File: config.mk
export PLATFORM = sky130hd
export DESIGN_NAME = led_pattern
export DESIGN_NICKNAME = d
export VERILOG_FILES = /design/src/rtl/led_pattern.sv
export SDC_FILE = /design/constraint.sdc
export NUM_CORES = 1
export LEC_CHECK = 0
export BUFFER_PORTS_ARGS = -buffer_cell sky130_fd_sc_hd__clkbuf_2
export CAP_MARGIN = 15
export CORE_MARGIN = 3
export CORE_UTILIZATION = 23
export DETAILED_ROUTE_END_ITERATION = 10
export PLACE_DENSITY_LB_ADDON = 0.1
export SYNTH_ARGS = -nofsm -noshare
export SYNTH_HDL_FRONTEND = slang
export SYNTH_SLANG_ARGS = --single-unit
export TNS_END_PERCENT = 5
File: constraint.sdc
create_clock -name clk -period 3.71 [get_ports clk]
set_input_delay 0.742 -clock clk [delete_from_list [all_inputs] [get_ports clk]]
set_output_delay 0.742 -clock clk [all_outputs]
set_load 0.02 [all_outputs]
File: src/rtl/led_pattern.sv
// rtl/led_pattern.sv - multi-channel rotating LED pattern sequencer with PWM brightness
// Optional feature macro: LED_PATTERN_PWM_EN (per-channel duty registers and shared PWM counter)
module led_pattern #(
  parameter int                        CHANNELS      = 3,
  parameter int                        PATTERN_BITS  = 8,
  parameter int                        TICK_DIV      = 22,
  parameter int                        PWM_BITS      = 8,
  parameter logic [PATTERN_BITS-1:0]   RESET_PATTERN = 8'b10010000,
  parameter bit                        INVERT        = 1'b1,
  localparam int                       CHAN_W        = (CHANNELS > 1) ? $clog2(CHANNELS) : 1
) (
  input  logic                    clk,
  input  logic                    reset,
  input  logic                    load_valid,
  output logic                    load_ready,
  input  logic [CHAN_W-1:0]       load_chan,
  input  logic [PATTERN_BITS-1:0] load_pattern,
  input  logic [PWM_BITS-1:0]     load_duty,
  output logic [CHANNELS-1:0]     led_n
);

  logic [TICK_DIV-1:0]     prescaler;
  logic                    tick;
  logic                    load_fire;
  logic [PATTERN_BITS-1:0] pattern [CHANNELS];
  logic [CHANNELS-1:0]     lit;

  // A step boundary is the last count of the prescaler; loads are held off then
  assign tick       = &prescaler;
  assign load_ready = !tick;
  assign load_fire  = load_valid && load_ready;

  // Free-running step prescaler, wraps every 2^TICK_DIV clocks
  always_ff @(posedge clk or posedge reset) begin
    if (reset) begin
      prescaler <= '0;
    end else begin
      prescaler <= prescaler + TICK_DIV'(1);
    end
  end

  // Pattern registers: a load restarts one channel, a tick rotates all of them
  always_ff @(posedge clk or posedge reset) begin
    if (reset) begin
      for (int i = 0; i < CHANNELS; i++) begin
        pattern[i] <= RESET_PATTERN;
      end
    end else begin
      for (int i = 0; i < CHANNELS; i++) begin
        if (load_fire && (load_chan == CHAN_W'(i))) begin
          pattern[i] <= load_pattern;
        end else if (tick) begin
          pattern[i] <= {pattern[i][0], pattern[i][PATTERN_BITS-1:1]};
        end
      end
    end
  end

`ifdef LED_PATTERN_PWM_EN
  logic [PWM_BITS-1:0] pwm_cnt;
  logic [PWM_BITS-1:0] duty [CHANNELS];

  // Shared PWM ramp, independent of the step prescaler
  always_ff @(posedge clk or posedge reset) begin
    if (reset) begin
      pwm_cnt <= '0;
    end else begin
      pwm_cnt <= pwm_cnt + PWM_BITS'(1);
    end
  end

  // Per-channel duty, replaced together with that channel's pattern
  always_ff @(posedge clk or posedge reset) begin
    if (reset) begin
      for (int i = 0; i < CHANNELS; i++) begin
        duty[i] <= '1;
      end
    end else begin
      for (int i = 0; i < CHANNELS; i++) begin
        if (load_fire && (load_chan == CHAN_W'(i))) begin
          duty[i] <= load_duty;
        end
      end
    end
  end

  // Lit while the active bit is set and the ramp is below the duty
  always_comb begin
    lit = '0;
    for (int i = 0; i < CHANNELS; i++) begin
      lit[i] = pattern[i][0] && (pwm_cnt < duty[i]);
    end
  end
`else
  logic unused_load_duty;
  assign unused_load_duty = ^load_duty;

  // Without brightness control the active bit drives the LED directly
  always_comb begin
    lit = '0;
    for (int i = 0; i < CHANNELS; i++) begin
      lit[i] = pattern[i][0];
    end
  end
`endif

  // Registered pad drive with optional active-low polarity
  always_ff @(posedge clk or posedge reset) begin
    if (reset) begin
      led_n <= {CHANNELS{INVERT}};
    end else begin
      led_n <= lit ^ {CHANNELS{INVERT}};
    end
  end

endmodule

# [Word-level counts from Yosys, hierarchy flattened]
# Cells that the tools add are included.
[classes] reduce_logical=10 bitwise_logic=1 mux=6 addsub=1 n_eq_ne=2
[ops] operator="$mux W8" count=6
[ops] operator="$add A22 B1 Y22 const B" count=1
[ops] operator="$reduce_and A22 Y1" count=1
[ops] operator="$reduce_bool A2 Y1" count=3
[ops] operator="$logic_and A1 B1 Y1" count=4
[ops] operator="$not A3 Y3" count=1
[ops] operator="$eq A2 B1 Y1 const B" count=1
[ops] operator="$eq A2 B2 Y1 const B" count=1
[ops] operator="$logic_not A2 Y1" count=1
[ops] operator="$logic_not A1 Y1" count=1
[totals] wordCells=25 reg_bits=49 output_inout_bits=4 input_bits=21

# [Longest topological paths before layout]
# Gate-level depths: netlist of run 1.
[logic_depth] word_depth=5 ltp_mapped=6 depth_no_buf=5

# [Least setup slack after synthesis of run 1]
# Ideal clock, no wire load.
[synth_path] path_kind="reg-to-output" from="register prescaler[0]" to="output port load_ready" path_buffers=1 path_slack_ns=1.532 required_ns=2.968 path_stages_with_launch=6 arrival_ns=1.436 cell_sequence="dfrtp_1 ha_1 nand2_1 nor4_4 nand3_4 buf_6"
[synth_via] elab_chain_len=2
[synth_rtl] element="from (decl)" line="22" source="logic [TICK_DIV-1:0] prescaler;"
[synth_rtl] element="from (signal assigned)" line="38" source="prescaler <= prescaler + TICK_DIV'(1);"
[synth_rtl] element="$reduce_and A22 Y1" line="29" source="assign tick = &prescaler;"
[synth_rtl] element="$logic_not A1 Y1" line="30" source="assign load_ready = !tick;"
[synth_rtl] element="to (decl)" line="15" source="output logic load_ready,"
# Every way passes these cells.

# [Final worst setup path of run 1]
# Same ends and word-level chain as after synthesis.

==> flow_metrics.env, run 1 <==
export IMPL_die_h_um=105
export IMPL_cts_root_buf="clkbuf_8"
export IMPL_detail_route_wl_per_cell_um=13.5
export IMPL_grt_ovfl_total=0
export IMPL_tightest_slew_ns=1.05
export IMPL_io_pins=25
export IMPL_power_density_mw_per_mm2=463
export IMPL_startpoint_type="flip-flop"
export IMPL_setup_viol=0
export IMPL_status="complete, no violations"
export IMPL_final_cell_mix="mux2_2, dfrtp_1, clkbuf_2"
export IMPL_die_w_um=105
export IMPL_drive_above_1_share_pct=43.1
export IMPL_gp_congestion=0.779
export IMPL_initial_core_util_pct=24.0
export IMPL_syn_area_sq_mm=0.00226
export IMPL_cp_max_fo=5
export IMPL_finalMaxSlewViolations=0
export IMPL_multi_input_area_sq_um=971
export IMPL_dp_slack_ns=1.32
export IMPL_cts_setup_buffers=0
export IMPL_first_iter_violations=18
export IMPL_fmax_mhz=373
export IMPL_required_ns=2.97
export IMPL_slowest_delay_ns=0.50
export IMPL_setup_slack_ns=1.03
export IMPL_leakage_uw=0.00114
export IMPL_dr_pass1_iters=4
export IMPL_fin_crit_sh_pct=72.2
export IMPL_crit_chain="ha_1, nand2_1, nor4_4, nand3_4, clkbuf_2"
export IMPL_min_path_type="in -> async"
export IMPL_track_usage_pct=8.33
export IMPL_vias_per_cell=4.13
export IMPL_crit_arrival_ns=1.94
export IMPL_post_synth_num_cell_types=25
export IMPL_drt_wl_total_mm=4.27
export IMPL_post_cts_resized=0
export IMPL_first_global_vias=1443
export IMPL_nFillCells=983
export IMPL_yosysSeqAreaShare_pct=54.8
export IMPL_rows=35
export IMPL_critPathKind="reg -> out"
export IMPL_drv_cap=0
export IMPL_layout_commonest_cell="mux2_2"
export IMPL_antennaDiodeCount=0
export IMPL_grt_antenna_before_repair=0
export IMPL_h_tree_depth=2
export IMPL_route_detailed_drc=0
export IMPL_dieArea_sq_mm=0.0111
export IMPL_layout_nets=209
export IMPL_register_area_sq_mm=0.00124
export IMPL_finalSetupTns_ns=0
export IMPL_rsz0062_at_grt="no"
export IMPL_syn_num_nets=188
export IMPL_slowest_stage="nor4_4"
export IMPL_cts_buffers=5
export IMPL_areaGrowthSynthToFinish_pct=16.6
export IMPL_worstSetupEndpointType="output pin"
export IMPL_core_sq_mm=0.00942
export IMPL_ctsHoldBuffers=0
export IMPL_ys_ff_latch=49
export IMPL_grt_max_degree=50
export IMPL_ant_nets=0
export IMPL_synthCells=166
export IMPL_cts_clk_slew_worst_paths_ns=0.09
export IMPL_insertion_delay_ns=0.30
export IMPL_synth_area_per_cell_sq_um=13.6
export IMPL_clock_skew_final_ns=0.0104
export IMPL_cts_tree="yes"
export IMPL_port_buffers=16
export IMPL_slew_headroom_pct=29.2
export IMPL_fin_crit_ns=2.68
export IMPL_clock_sinks=49
export IMPL_grt_first_pass_wirelength_mm=7.25
export IMPL_vias=1308
export IMPL_ir_worst_vdd_mv=0.180
export IMPL_hold_viol_final=0
export IMPL_dp_hpwl_mm=3.02
export IMPL_cts_buffer_depth=2
export IMPL_yosysWarnings=0
-- final cells by class --
class                           instances  share of cell area, %
Inverter                                5                  0.713
Clock inverter                          3                   2.61
Tap cell                              129                   6.13
Timing Repair Buffer                   18                   4.09
Clock buffer                            5                   2.61
Sequential cell                        49                   47.0
Multi-Input combinational cell        108                   36.9
-- critical path, delay by kind of cell, from the launching register on --
family | cells | cell delay (ns)
DFF | 1 | 0.42
and+or+nand+nor | 3 | 0.80
adders and majority gates | 1 | 0.24
buffers and inverters | 1 | 0.19
-- synthesized netlist by cell type --
cell type	instances	area (sq um)
mux2_2	41	462
dfrtp_1	40	1000
xnor2_1	14	123
nand3_1	11	55.1
dfstp_2	9	236
mux2i_1	6	60.1
nand2_1	6	22.5
xor2_1	6	52.6
inv_1	5	18.8
nand4_1	5	31.3
nor2_1	3	11.3
and2_1	2	12.5
and4_1	2	17.5
buf_6	2	22.5
nand3_4	2	35.0
nand3b_1	2	15.0
nor3_1	2	10.0
and3_1	1	6.26
buf_2	1	5.00
clkbuf_2	1	5.00
ha_1	1	12.5
nor3b_2	1	12.5
nor4_1	1	6.26
nor4_4	1	21.3
o21ai_0	1	5.00
-- cell families after synthesis --
logic type | after synthesis | share of synthesized area, %
multiplexers | 47 | 23.1
buffers and inverters | 9 | 2.27
XOR/XNOR | 20 | 7.75
flip-flops | 49 | 54.8
AND/OR/NAND/NOR | 39 | 11.4
AO/OA/AOI/OAI | 1 | 0.221
adder cells (fa/ha/maj) | 1 | 0.554
-- registers in the layout, indices dropped and copies added (netlist names) --
| name | cells |
|---|---|
| led_n | 3 |
| prescaler | 22 |
| lit | 3 |
| pattern | 21 |
-- power breakdown --
part / switching (uW) / internal [uW]
registers: 26.8 / 602
clock network: 182 / 271
logic: 56.9 / 80.2
-- final timing paths --
| path | startpoint | end | slack, ns | cells past startpoint |
|---|---|---|---|---|
| max in group asynchronous | reset | pattern[12]$_DFFE_PP1P_ | 2.82 | 3 |
| hold reg to reg | lit[0]$_DFFE_PP0P_ | led_n[0]$_DFF_PP1_ | 0.40 | 1 |
| setup / recovery | prescaler[0]$_DFF_PP0_ | load_ready | 1.03 | 5 |
| setup reg to reg | prescaler[0]$_DFF_PP0_ | pattern[11]$_DFFE_PP0P_ | 1.56 | 6 |
| min in group clk | lit[0]$_DFFE_PP0P_ | led_n[0]$_DFF_PP1_ | 0.40 | 1 |
| hold / removal | reset | prescaler[10]$_DFF_PP0_ | 0.34 | 2 |
-- metal layers --
layer  GRT usage, %  vias to the layer above  wire length (um)
met2           14.7                       16              2230
met3           2.16                        2               143
met4           2.53                        0                30
li1               -                      628                 -
met1           9.91                      662              1870
met5              0                        -                 0
-- metrics by stage --
| stage | std cells | hold slack [ns] | utilization (%) | area (sq um) | power, uW |
|---|---|---|---|---|---|
| after global routing | 317 | 0.342 | 28.0 | 2630 | 1290 |
| after global placement | 308 | 0.388 | 26.3 | 2480 | 775 |
| after floorplan | 166 | 0.355 | - | 2260 | 734 |
| after CTS | 316 | 0.410 | 27.8 | 2610 | 1240 |
| after detailed placement | 308 | 0.394 | 26.3 | 2480 | 779 |
| final | 317 | 0.343 | 28.0 | 2630 | 1220 |
No activity file was read; power rests on OpenSTA's default activity.
==> run 2, diff against run 1 <==
==> constraint.sdc (replaced) <==
create_clock -name clk -period 2.7 [get_ports clk]
set_input_delay 0.54 -clock clk [delete_from_list [all_inputs] [get_ports clk]]
set_output_delay 0.54 -clock clk [all_outputs]
set_load 0.02 [all_outputs]
==> run 2 against run 1 <==
Utilization shrank 0.080 points. Combinational power increased by 38%. Critical path depth unchanged. Sequential cell count stayed put. Final cell count increased by 0.95%. Total power up 31%. Clock skew is 0.0035 ns higher. Sequential share of layout area rose by 0.13 points. Register-to-register slack lost 0.95 ns. Count of clock-buffer cells in the layout is 1 higher. Critical endpoint unchanged. Largest power group unchanged.
==> flow_metrics.env, run 2 (synthesis results as in run 1) <==
export IMPL_status="complete, no violations"
export IMPL_ant_nets=0
export IMPL_dp_hpwl_mm=3.13
export IMPL_rows=35
export IMPL_vias_per_cell=4.10
export IMPL_cts_root_buf="clkbuf_8"
export IMPL_rsz0062_at_grt="no"
export IMPL_seqPwrFrac_pct=54.0
export IMPL_clock_skew_final_ns=0.0139
export IMPL_drt_wl_total_mm=4.26
export IMPL_finalMaxSlewViolations=0
export IMPL_areaGrowthSynthToFinish_pct=16.2
export IMPL_hold_viol_final=0
export IMPL_first_global_vias=1464
export IMPL_final_cell_mix="mux2_2, dfrtp_1, clkbuf_2"
export IMPL_fmax_mhz=412
export IMPL_post_cts_resized=0
export IMPL_layout_nets=212
export IMPL_insertion_delay_ns=0.30
export IMPL_slew_headroom_pct=66.7
export IMPL_grt_max_degree=25
export IMPL_core_sq_mm=0.00942
export IMPL_setup_viol=0
export IMPL_power_density_mw_per_mm2=609
export IMPL_cts_buffers=5
export IMPL_placed_area_sq_mm=0.00251
export IMPL_grt_first_pass_wirelength_mm=7.13
export IMPL_leakage_uw=0.00114
export IMPL_die_w_um=105
export IMPL_die_h_um=105
export IMPL_swShare_pct=22.6
export IMPL_nFillCells=968
export IMPL_detail_route_wl_per_cell_um=13.3
export IMPL_reg_top3="prescaler x22, pattern x21"
export IMPL_min_path_type="in -> async"
export IMPL_drv_cap=0
export IMPL_power_total_uw=1600
export IMPL_tightest_slew_ns=0.498
export IMPL_clock_sinks=49
export IMPL_dieArea_sq_mm=0.0111
export IMPL_io_pins=25
export IMPL_worstSetupEndpointType="output pin"
export IMPL_cts_clk_slew_worst_paths_ns=0.10
export IMPL_largest_reg_flops=22
export IMPL_register_area_sq_mm=0.00124
export IMPL_ctsHoldBuffers=0
export IMPL_dr_pass1_iters=4
export IMPL_fin_crit_sh_pct=89.9
export IMPL_first_iter_violations=17
export IMPL_drive_above_1_share_pct=44.0
export IMPL_cts_setup_buffers=0
export IMPL_final_core_util_pct=27.9
export IMPL_power_frac_clock_pct=34.2
export IMPL_required_ns=2.16
export IMPL_crit_arrival_ns=1.89
export IMPL_grt_antenna_before_repair=0
export IMPL_initial_core_util_pct=24.0
export IMPL_startpoint_type="flip-flop"
export IMPL_cts_tree="yes"
export IMPL_critPathKind="reg -> out"
export IMPL_track_usage_pct=8.22
export IMPL_cts_buffer_depth=2
export IMPL_route_detailed_drc=0
export IMPL_h_tree_depth=2
export IMPL_p_comb_share_pct=11.8
export IMPL_gp_congestion=0.749
export IMPL_antennaDiodeCount=0
export IMPL_vias=1313
export IMPL_fin_crit_ns=2.43
export IMPL_multi_input_area_sq_um=971
export IMPL_finalSetupTns_ns=0
export IMPL_layout_commonest_cell="mux2_2"
export IMPL_port_buffers=16
export IMPL_regMostFlops="prescaler"
export IMPL_ir_worst_vdd_mv=0.211
export IMPL_p_switching_uw=361
export IMPL_fin_area_sq_mm=0.00263
export IMPL_grt_ovfl_total=0
export IMPL_cp_max_fo=5
export IMPL_holdWs_ns=0.216
export IMPL_p_int_uw=1240
## run 2: layout make-up
type                       count  share of cell area, %
clock buffer                   6                   3.14
clock inverter                 2                   1.43
timing repair buffer          21                   4.48
tap                          129                   6.15
sequential                    49                   47.1
multi-input combinational    108                   37.0
inverter                       5                  0.715
## run 2: final timing paths
path,startpoint,endpoint,slack (ns),cells after the start
setup / recovery,prescaler[0]$_DFF_PP0_,load_ready,0.27,5
hold / removal,reset,pattern[22]$_DFFE_PP0P_,0.22,2
setup reg to reg,prescaler[0]$_DFF_PP0_,pattern[19]$_DFFE_PP0P_,0.61,6
hold reg to reg,lit[0]$_DFFE_PP0P_,led_n[0]$_DFF_PP1_,0.41,1
max in group asynchronous,reset,led_n[2]$_DFF_PP1_,1.85,3
min in group clk,lit[0]$_DFFE_PP0P_,led_n[0]$_DFF_PP1_,0.41,1
## run 2: power groups by stage
stage	registers, uW	clock network (uW)	logic (uW)
after floorplan	875	0	134
after global placement	879	0	189
after detailed placement	881	0	193
after CTS	866	573	194
after global routing	875	599	211
final	864	547	189
## run 2: per-stage QoR
stage / worst slack, ns / std cells
2_1_floorplan: 0.724 / 166
3_3_place_gp: 0.550 / 312
3_5_place_dp: 0.553 / 312
4_1_cts: 0.211 / 320
5_1_grt: 0.0852 / 320
6_report: 0.273 / 320
## run 2: critical path: stages, from the launching register on
cell and delay [ns]:
dfrtp_1 0.41, ha_1 0.23, nand2_1 0.13, nor4_4 0.48, nand3_4 0.15, clkbuf_2 0.19
## run 2: per-layer routing
metal	wire (um)	vias to the layer above	track usage (%)
met3	126	5	2.22
li1	-	632	-
met1	1910	660	10.0
met4	51	0	2.53
met5	0	-	0
met2	2170	16	14.1
==> run 3, diff against run 2 <==
--- a/config.mk
+++ b/config.mk
@@ -7,6 +7,8 @@
 export LEC_CHECK = 0
 export BUFFER_PORTS_ARGS = -buffer_cell sky130_fd_sc_hd__clkbuf_2
 export CAP_MARGIN = 15
+export CELL_PAD_IN_SITES_DETAIL_PLACEMENT = 0
+export CELL_PAD_IN_SITES_GLOBAL_PLACEMENT = 2
 export CORE_MARGIN = 3
 export CORE_UTILIZATION = 23
 export DETAILED_ROUTE_END_ITERATION = 10
==> run 3 against run 2 <==
Critical path depth did not move. Total power fell by 7.6%. Sequential share of layout area up 0.61 points. Largest cell class unchanged. Fmax shrank 2.2%. Via count down 1.4%. Register-to-register slack lost 0.06 ns.
==> flow_metrics.env, run 3 (synthesis results as in run 1) <==
export IMPL_drive_above_1_share_pct=44.0
export IMPL_leakage_uw=0.00113
export IMPL_regMostFlops="prescaler"
export IMPL_clock_skew_final_ns=0.0115
export IMPL_io_pins=25
export IMPL_areaGrowthSynthToFinish_pct=14.7
export IMPL_power_density_mw_per_mm2=570
export IMPL_track_usage_pct=8.88
export IMPL_cts_buffer_depth=2
export IMPL_power_frac_clock_pct=28.5
export IMPL_grt_max_degree=25
export IMPL_antennaDiodeCount=0
export IMPL_reg_top3="prescaler x22, pattern x21"
export IMPL_crit_arrival_ns=1.94
export IMPL_dr_pass1_iters=4
export IMPL_largest_reg_flops=22
export IMPL_placed_area_sq_mm=0.00251
export IMPL_cts_clk_slew_worst_paths_ns=0.09
export IMPL_ir_worst_vdd_mv=0.188
export IMPL_cts_tree="yes"
export IMPL_port_buffers=16
export IMPL_cts_root_buf="clkbuf_8"
export IMPL_drv_cap=0
export IMPL_fin_area_sq_mm=0.00259
export IMPL_cp_max_fo=5
export IMPL_slowest_delay_ns=0.53
export IMPL_grt_antenna_before_repair=0
export IMPL_gp_congestion=0.742
export IMPL_dieArea_sq_mm=0.0111
export IMPL_fin_cells=320
export IMPL_rows=35
export IMPL_min_path_type="in -> async"
export IMPL_clock_sinks=49
export IMPL_critPathKind="reg -> out"
export IMPL_cpLargestDelayFamily="simple AND/OR/NAND/NOR gates"
export IMPL_dp_slack_ns=0.483
export IMPL_critPathBufInv=1
export IMPL_setup_viol=0
export IMPL_route_detailed_drc=0
export IMPL_p_comb_share_pct=12.8
export IMPL_tightest_slew_ns=0.541
export IMPL_h_tree_depth=2
export IMPL_cts_setup_buffers=0
export IMPL_slowest_stage="nor4_4"
export IMPL_worstSetupEndpointType="output pin"
export IMPL_status="complete, no violations"
export IMPL_post_place_cells=312
export IMPL_startpoint_type="flip-flop"
export IMPL_cts_buffers=5
export IMPL_required_ns=2.16
export IMPL_fin_crit_sh_pct=91.9
export IMPL_ctsHoldBuffers=0
export IMPL_p_int_uw=1120
export IMPL_grt_ovfl_total=0
export IMPL_initial_core_util_pct=24.0
export IMPL_swShare_pct=24.5
export IMPL_drt_wl_total_mm=4.53
export IMPL_final_cell_mix="mux2_2, dfrtp_1, clkbuf_2"
export IMPL_fmax_mhz=403
export IMPL_first_global_vias=1468
export IMPL_vias_per_cell=4.05
export IMPL_core_sq_mm=0.00942
export IMPL_seqPwrFrac_pct=58.7
export IMPL_crit_chain="ha_1, nand2_1, nor4_4, nand3_4, clkbuf_2"
export IMPL_die_w_um=105
export IMPL_rsz0062_at_grt="no"
export IMPL_finalSetupTns_ns=0
export IMPL_dp_hpwl_mm=3.29
export IMPL_slew_headroom_pct=63.9
export IMPL_die_h_um=105
export IMPL_post_cts_resized=0
export IMPL_vias=1295
export IMPL_first_iter_violations=13
export IMPL_power_total_uw=1480
export IMPL_fin_crit_ns=2.48
export IMPL_detail_route_wl_per_cell_um=14.2
export IMPL_grt_first_pass_wirelength_mm=7.62
export IMPL_layout_commonest_cell="mux2_2"
export IMPL_insertion_delay_ns=0.30
export IMPL_hold_viol_final=0
export IMPL_layout_nets=212
export IMPL_setup_slack_ns=0.219
export IMPL_finalMaxSlewViolations=0
export IMPL_ant_nets=0
export IMPL_p_switching_uw=362
-- run 3: final timing paths --
kind	to	cells past startpoint	startpoint	slack, ns
max in group asynchronous	led_n[1]$_DFF_PP1_	3	reset	1.81
min	prescaler[11]$_DFF_PP0_	2	reset	0.25
max	load_ready	5	prescaler[0]$_DFF_PP0_	0.22
min in group clk	led_n[2]$_DFF_PP1_	1	lit[2]$_DFFE_PP0P_	0.42
max reg2reg	pattern[2]$_DFFE_PP0P_	6	prescaler[0]$_DFF_PP0_	0.55
min reg2reg	led_n[2]$_DFF_PP1_	1	lit[2]$_DFFE_PP0P_	0.42
-- run 3: metal layers --
layer  up-vias  global-route usage, %  share of wire, %
met4         0                   2.81              0.97
met2        14                   16.2                56
met5         -                      0                 0
met3         4                   2.29               3.2
met1       646                   10.0                40
li1        631                      -                 -
-- run 3: power groups by stage --
stage | logic (uW) | registers [uW] | clock network, uW
2_1_floorplan | 134 | 875 | 0
3_3_place_gp | 188 | 881 | 0
3_5_place_dp | 194 | 884 | 0
4_1_cts | 195 | 870 | 458
5_1_grt | 213 | 878 | 486
6_report | 189 | 867 | 422
-- run 3: final cells by class --
cell class / count / area, sq um
inverters: 5 / 18.8
clock inverters: 3 / 17.5
repair buffers: 21 / 118
flip-flops and latches: 49 / 1240
clock buffers: 5 / 68.8
well taps: 129 / 161
multi-input cells: 108 / 971
fillers: 989 / 6820
-- run 3: metrics by stage --
stage                     hold slack [ns]  utilization, %
final                               0.247            27.5
after global routing                0.280            27.5
after CTS                           0.258            27.5
after detailed placement            0.399            26.6
after global placement              0.387            26.6
after floorplan                     0.355               -
